## config.mk

```make
export PLATFORM = sky130hd
export DESIGN_NAME = vram_arbiter
export DESIGN_NICKNAME = d
export VERILOG_FILES = /design/src/rtl/vram_arbiter.sv
export SDC_FILE = /design/constraint.sdc
export NUM_CORES = 1
export LEC_CHECK = 0
export BUFFER_PORTS_ARGS = -buffer_cell sky130_fd_sc_hd__buf_2
export CORE_UTILIZATION = 55
export DETAILED_ROUTE_END_ITERATION = 8
export PLACE_DENSITY = 0.77
export SETUP_SLACK_MARGIN = 0.2
export SYNTH_ARGS = -nofsm -noshare
export SYNTH_HDL_FRONTEND = slang
export SYNTH_SLANG_ARGS = --single-unit
```

## constraint.sdc

```tcl
create_clock -name clk -period 5.4 [get_ports clk]
set_clock_uncertainty 0.1 [all_clocks]
set_input_delay 0 -clock clk [delete_from_list [all_inputs] [get_ports clk]]
set_output_delay 0 -clock clk [all_outputs]
set_load 0.01 [all_outputs]
```

## src/rtl/vram_arbiter.sv

```systemverilog
// vram_arbiter: owns the single port of the 80x60 character RAM. Priority order is clear sweep, then scan-out fetch, then buffered host writes.
// Optional post-reset screen clear is enabled by defining VRAM_CLEAR_EN.
module vram_arbiter #(
  parameter int          COLS       = 80,
  parameter int          ROWS       = 60,
  parameter int          ADDR_W     = 13,
  parameter int          FIFO_DEPTH = 4,
  parameter logic [7:0]  BLANK      = 8'h20
) (
  input  logic              clk,
  input  logic              rst_n,
  input  logic              vid_req,
  input  logic [6:0]        vid_col,
  input  logic [5:0]        vid_row,
  output logic [7:0]        vid_data,
  output logic              vid_valid,
  input  logic              host_valid,
  output logic              host_ready,
  input  logic [6:0]        host_col,
  input  logic [5:0]        host_row,
  input  logic [7:0]        host_data,
  output logic [ADDR_W-1:0] mem_addr,
  output logic              mem_we,
  output logic [7:0]        mem_wdata,
  input  logic [7:0]        mem_rdata,
  output logic              busy,
  output logic              oob_err
);

  localparam int PTR_W = (FIFO_DEPTH > 1) ? $clog2(FIFO_DEPTH) : 1;
  localparam int CNT_W = PTR_W + 1;

  function automatic logic [ADDR_W-1:0] f_addr(input logic [6:0] col, input logic [5:0] row);
    return ADDR_W'(32'(row) * COLS + 32'(col));
  endfunction

  function automatic logic f_oob(input logic [6:0] col, input logic [5:0] row);
    return (32'(col) >= COLS) || (32'(row) >= ROWS);
  endfunction

  logic [6:0]        r_fifo_col  [FIFO_DEPTH];
  logic [5:0]        r_fifo_row  [FIFO_DEPTH];
  logic [7:0]        r_fifo_data [FIFO_DEPTH];
  logic [PTR_W-1:0]  r_wr_ptr, r_rd_ptr;
  logic [CNT_W-1:0]  r_count;

  logic [ADDR_W-1:0] r_mem_addr;
  logic              r_mem_we;
  logic [7:0]        r_mem_wdata;
  logic              r_oob_err;
  logic              r_vld_p0, r_blank_p0, r_vld_p1, r_blank_p1;
  logic              r_vid_valid;
  logic [7:0]        r_vid_data;

  logic              w_full, w_empty, w_push, w_pop;
  logic              w_clearing, w_busy;
  logic [ADDR_W-1:0] w_clr_addr, w_vid_addr, w_head_addr;
  logic              w_head_oob;
  logic [7:0]        w_head_data;

`ifdef VRAM_CLEAR_EN
  localparam logic [0:0]        S_RUN     = 1'b0;
  localparam logic [0:0]        S_CLEAR   = 1'b1;
  localparam logic [ADDR_W-1:0] LAST_ADDR = ADDR_W'(COLS * ROWS - 1);

  logic [0:0]        r_state;
  logic [ADDR_W-1:0] r_clr_addr;
  logic              r_busy;

  // r_busy lags the state by one cycle so it stays high while the last clear write is on the port
  always_ff @(posedge clk or negedge rst_n) begin
    if (!rst_n) begin
      r_state    <= S_CLEAR;
      r_clr_addr <= '0;
      r_busy     <= 1'b1;
    end else begin
      r_busy <= (r_state == S_CLEAR);
      if (r_state == S_CLEAR) begin
        if (r_clr_addr == LAST_ADDR) r_state <= S_RUN;
        else                         r_clr_addr <= r_clr_addr + 1'b1;
      end
    end
  end

  assign w_clearing = (r_state == S_CLEAR);
  assign w_clr_addr = r_clr_addr;
  assign w_busy     = r_busy;
`else
  assign w_clearing = 1'b0;
  assign w_clr_addr = '0;
  assign w_busy     = 1'b0;
`endif

  assign w_full      = (r_count == CNT_W'(FIFO_DEPTH));
  assign w_empty     = (r_count == '0);
  assign w_push      = host_valid && host_ready;
  assign w_pop       = !w_clearing && !vid_req && !w_empty;
  assign w_vid_addr  = f_addr(vid_col, vid_row);
  assign w_head_addr = f_addr(r_fifo_col[r_rd_ptr], r_fifo_row[r_rd_ptr]);
  assign w_head_oob  = f_oob(r_fifo_col[r_rd_ptr], r_fifo_row[r_rd_ptr]);
  assign w_head_data = r_fifo_data[r_rd_ptr];

  always_ff @(posedge clk or negedge rst_n) begin
    if (!rst_n) begin
      r_wr_ptr <= '0;
      r_rd_ptr <= '0;
      r_count  <= '0;
    end else begin
      if (w_push) r_wr_ptr <= r_wr_ptr + 1'b1;
      if (w_pop)  r_rd_ptr <= r_rd_ptr + 1'b1;
      case ({w_push, w_pop})
        2'b10:   r_count <= r_count + 1'b1;
        2'b01:   r_count <= r_count - 1'b1;
        default: r_count <= r_count;
      endcase
    end
  end

  always_ff @(posedge clk) begin
    if (w_push) begin
      r_fifo_col[r_wr_ptr]  <= host_col;
      r_fifo_row[r_wr_ptr]  <= host_row;
      r_fifo_data[r_wr_ptr] <= host_data;
    end
  end

  always_ff @(posedge clk or negedge rst_n) begin
    if (!rst_n) begin
      r_mem_addr  <= '0;
      r_mem_we    <= 1'b0;
      r_mem_wdata <= '0;
      r_oob_err   <= 1'b0;
    end else begin
      r_mem_we <= 1'b0;
      if (w_clearing) begin
        r_mem_we    <= 1'b1;
        r_mem_addr  <= w_clr_addr;
        r_mem_wdata <= BLANK;
      end else if (vid_req) begin
        r_mem_addr <= w_vid_addr;
      end else if (!w_empty) begin
        // An out-of-range head is consumed without touching the RAM
        if (w_head_oob) begin
          r_oob_err <= 1'b1;
        end else begin
          r_mem_we    <= 1'b1;
          r_mem_addr  <= w_head_addr;
          r_mem_wdata <= w_head_data;
        end
      end
    end
  end

  always_ff @(posedge clk or negedge rst_n) begin
    if (!rst_n) begin
      r_vld_p0    <= 1'b0;
      r_blank_p0  <= 1'b0;
      r_vld_p1    <= 1'b0;
      r_blank_p1  <= 1'b0;
      r_vid_valid <= 1'b0;
      r_vid_data  <= '0;
    end else begin
      // p0: address presented to the RAM
      r_vld_p0   <= vid_req;
      r_blank_p0 <= w_clearing;
      // p1: RAM read in flight
      r_vld_p1   <= r_vld_p0;
      r_blank_p1 <= r_blank_p0;
      // p2: capture read data, or BLANK when the slot belonged to the clear sweep
      r_vid_valid <= r_vld_p1;
      if (r_vld_p1) r_vid_data <= r_blank_p1 ? BLANK : mem_rdata;
    end
  end

  assign host_ready = !w_full && !w_busy;
  assign busy       = w_busy;
  assign mem_addr   = r_mem_addr;
  assign mem_we     = r_mem_we;
  assign mem_wdata  = r_mem_wdata;
  assign oob_err    = r_oob_err;
  assign vid_valid  = r_vid_valid;
  assign vid_data   = r_vid_data;

endmodule

```

==> metrics.yaml <==
synthArstFlopShare: 0.328
synthTopCellsByArea: "edfxtp_1 (44%), dfrtp_1 (18%), mux4_2 (8.3%)"
end_kind: "flip-flop"
post-cts-setup-buffer-count: 0
grt_pass1_wl_um: 18100
final.period_utilization: 0.752
finalHoldViolCount: 0
avgSynthCellArea_um2: 16.1
core_area_mm2: 0.00991
clk_pin_slew_ns: 0.06
fillerInstances: 632
min_from: "vid_col[6]"
port_buffers: 78
synth.top_cells.by_count: "edfxtp_1 (84), dfrtp_1 (41), ha_1 (27), nand2_1 (24)"
worstPathRequired_ns: 5.70
die_h_um: 104
synth_flop_cell: "edfxtp_1"
pwr-share-seq: 0.317
drc_errors: 0
worstPathArrival_ns: 4.36
power_density_mw_per_mm2: 623
vias: 3390
switchingPower_w: 0.00151
synth_seq_cells: 125
reg2reg_setup_slack_ns: 1.34
nNetsFinal: 557
rsz0062_at_grt: "no"
first_pass_iters: 4
drt-initial-drc-count: 195
swShare: 0.337
startpoint_type: "flip-flop"
rows: 36
seq_area_frac_synth: 0.625
clockBufferDepth: 2
grt_max_degree: 42
syn_nets: 430
synth_edf_count: 84
outcome: "finished, final reports clean"
max_freq_ghz: 0.246
pre_cts_slack_ns: 1.27
synth_cells: 352
cts_made_buffers: 17
setup-tns-final_ns: 0
cts_sinks: 125
start_util: 0.573
yosysTopAreaCell: "edfxtp_1"
cts_root_buffer: "clkbuf_8"
drv_slew: 0
setup_viol: 0
p_leak_nw: 2.95
clock_latency_ns: 0.51
track_usage: 0.222
clock_power_share: 0.261
r2r_start: "r_rd_ptr[0]"
reg2reg_depth: 10
hold_path_depth: 6
synth_most_common_cell: "edfxtp_1"
hp-class: "in2reg"
wl_per_cell_um: 17.5
finalCriticalPeriod_ns: 4.06
viasPerCell: 5.42
antennaDiodeCount: 0
pwr-share-comb: 0.422
yosys_warnings: 0
ys_types: 45
antenna_found_initial: 0
io_pins: 80
r2r-end: "mem_addr[11]"
peakVddDrop_mv: 0.348
whs_ns: 0.0746
gp_congestion: 0.759
htree_num_levels: 4
netlist.area_leader.share: 0.444
drive_gt1_frac: 0.335
grt.overflow.total: 0
grt_pass1_vias: 3546
worst_slew_pin_slew_ns: 1.12
area_growth_pct: 26.5
crit_type: "reg2reg"
maxCapViolations: 0
hpwl_um: 6910
postRouteWirelength_um: 11000
p_int_w: 0.00297
dieArea_mm2: 0.0107
whs_endpoint: "mem_addr[6]"
slew_headroom: 0.256
tritoncts: "yes"
postRouteAntennaNets: 0
critPathMaxFanout: 14
die_w_um: 104
syn_area_mm2: 0.00568
worst_slack_ns: 1.34
## critical path, stage by stage (launching register included)
cell,delay [ns]
dfrtp_1,0.89
mux4_2,0.65
ha_1,0.32
ha_1,0.24
fa_1,0.43
xnor2_1,0.17
a211oi_1,0.46
mux2i_1,0.24
nand3_1,0.10
xnor2_1,0.13
a222oi_1,0.23
## stage by stage
step	util	cell area (um^2)	total power [W]	instances
after floorplan	-	5680	0.00287	352
after global placement	0.624	6180	0.00322	554
after detailed placement	0.624	6180	0.00329	554
after CTS	0.725	7180	0.00451	625
after global routing	0.725	7180	0.00476	625
final	0.725	7180	0.00448	625
## what timing repair did
item,CTS,global route
hold buffers,39,0
resized for setup,0,0
hold endpoints to repair,144,0
## flip-flops by register name (all words and copies together), names as in the netlist, 3 cells and up
signal / flops
r_count: 3
mem_wdata: 8
mem_addr: 13
vid_data: 8
r_fifo_data: 32
r_fifo_row: 24
r_fifo_col: 28
## cells in the final DEF (no fill, tap or decap), types with 5 or more instances in the layout
cell type,Yosys,routed
a21o_1,5,5
a21oi_1,10,10
buf_2,2,78
clkbuf_16,0,16
dfrtp_1,41,41
dlygate4sd3_1,0,39
edfxtp_1,84,84
fa_1,5,5
ha_1,27,27
inv_1,18,18
mux2_2,21,21
mux2_4,8,8
mux4_2,21,21
nand2_1,24,24
nor2_1,9,9
o21ai_0,7,7
xnor2_1,12,12
xor2_1,9,9
## area by class of cell
type | instances | area, um^2 | share of cell area
Clock inverter | 13 | 190 | 0.0265
Clock buffer | 19 | 422 | 0.0587
Inverter | 18 | 67.6 | 0.00941
Sequential cell | 125 | 3550 | 0.494
Multi-Input combinational cell | 198 | 1990 | 0.277
Timing Repair Buffer | 119 | 796 | 0.111
Tap cell | 133 | 166 | 0.0232
## power by group through the flow
stage               registers, W  clock network [W]  logic [W]
floorplan                0.00143                  0    0.00144
global placement         0.00142                  0    0.00180
detailed placement       0.00143                  0    0.00185
CTS                      0.00142            0.00118    0.00191
global route             0.00145            0.00122    0.00209
finish                   0.00142            0.00117    0.00189
## layer usage
metal | vias to the layer above | wire, um | track usage
met4 | 0 | 150 | 0.0880
met2 | 105 | 5490 | 0.376
met5 | - | 0 | 0
met1 | 1687 | 4880 | 0.284
met3 | 14 | 420 | 0.0415
li1 | 1584 | - | -
## kinds of logic after synthesis
group / count (synthesis) / share of synthesized area
AOI/OAI and AO/OA: 36 / 0.0421
xor gates and xnor gates: 21 / 0.0324
adders and majority gates: 32 / 0.0771
buffers and inverters: 29 / 0.0244
DFF: 125 / 0.625
muxes: 53 / 0.151
other: 1 / 0.000660
and+or+nand+nor: 55 / 0.0474
## worst max-delay path by stage
stage                start            to  slack [ns]  cells past startpoint
2_1_floorplan  r_rd_ptr[0]  mem_addr[11]        1.56                     13
3_3_place_gp   r_rd_ptr[0]  mem_addr[11]        1.34                     10
3_5_place_dp   r_rd_ptr[0]  mem_addr[11]        1.27                     10
4_1_cts        r_rd_ptr[0]  mem_addr[11]        1.27                     10
5_1_grt        r_rd_ptr[0]  mem_addr[11]        0.90                     10
6_report       r_rd_ptr[0]  mem_addr[11]        1.34                     10
Power figures use the tool's default switching activity.
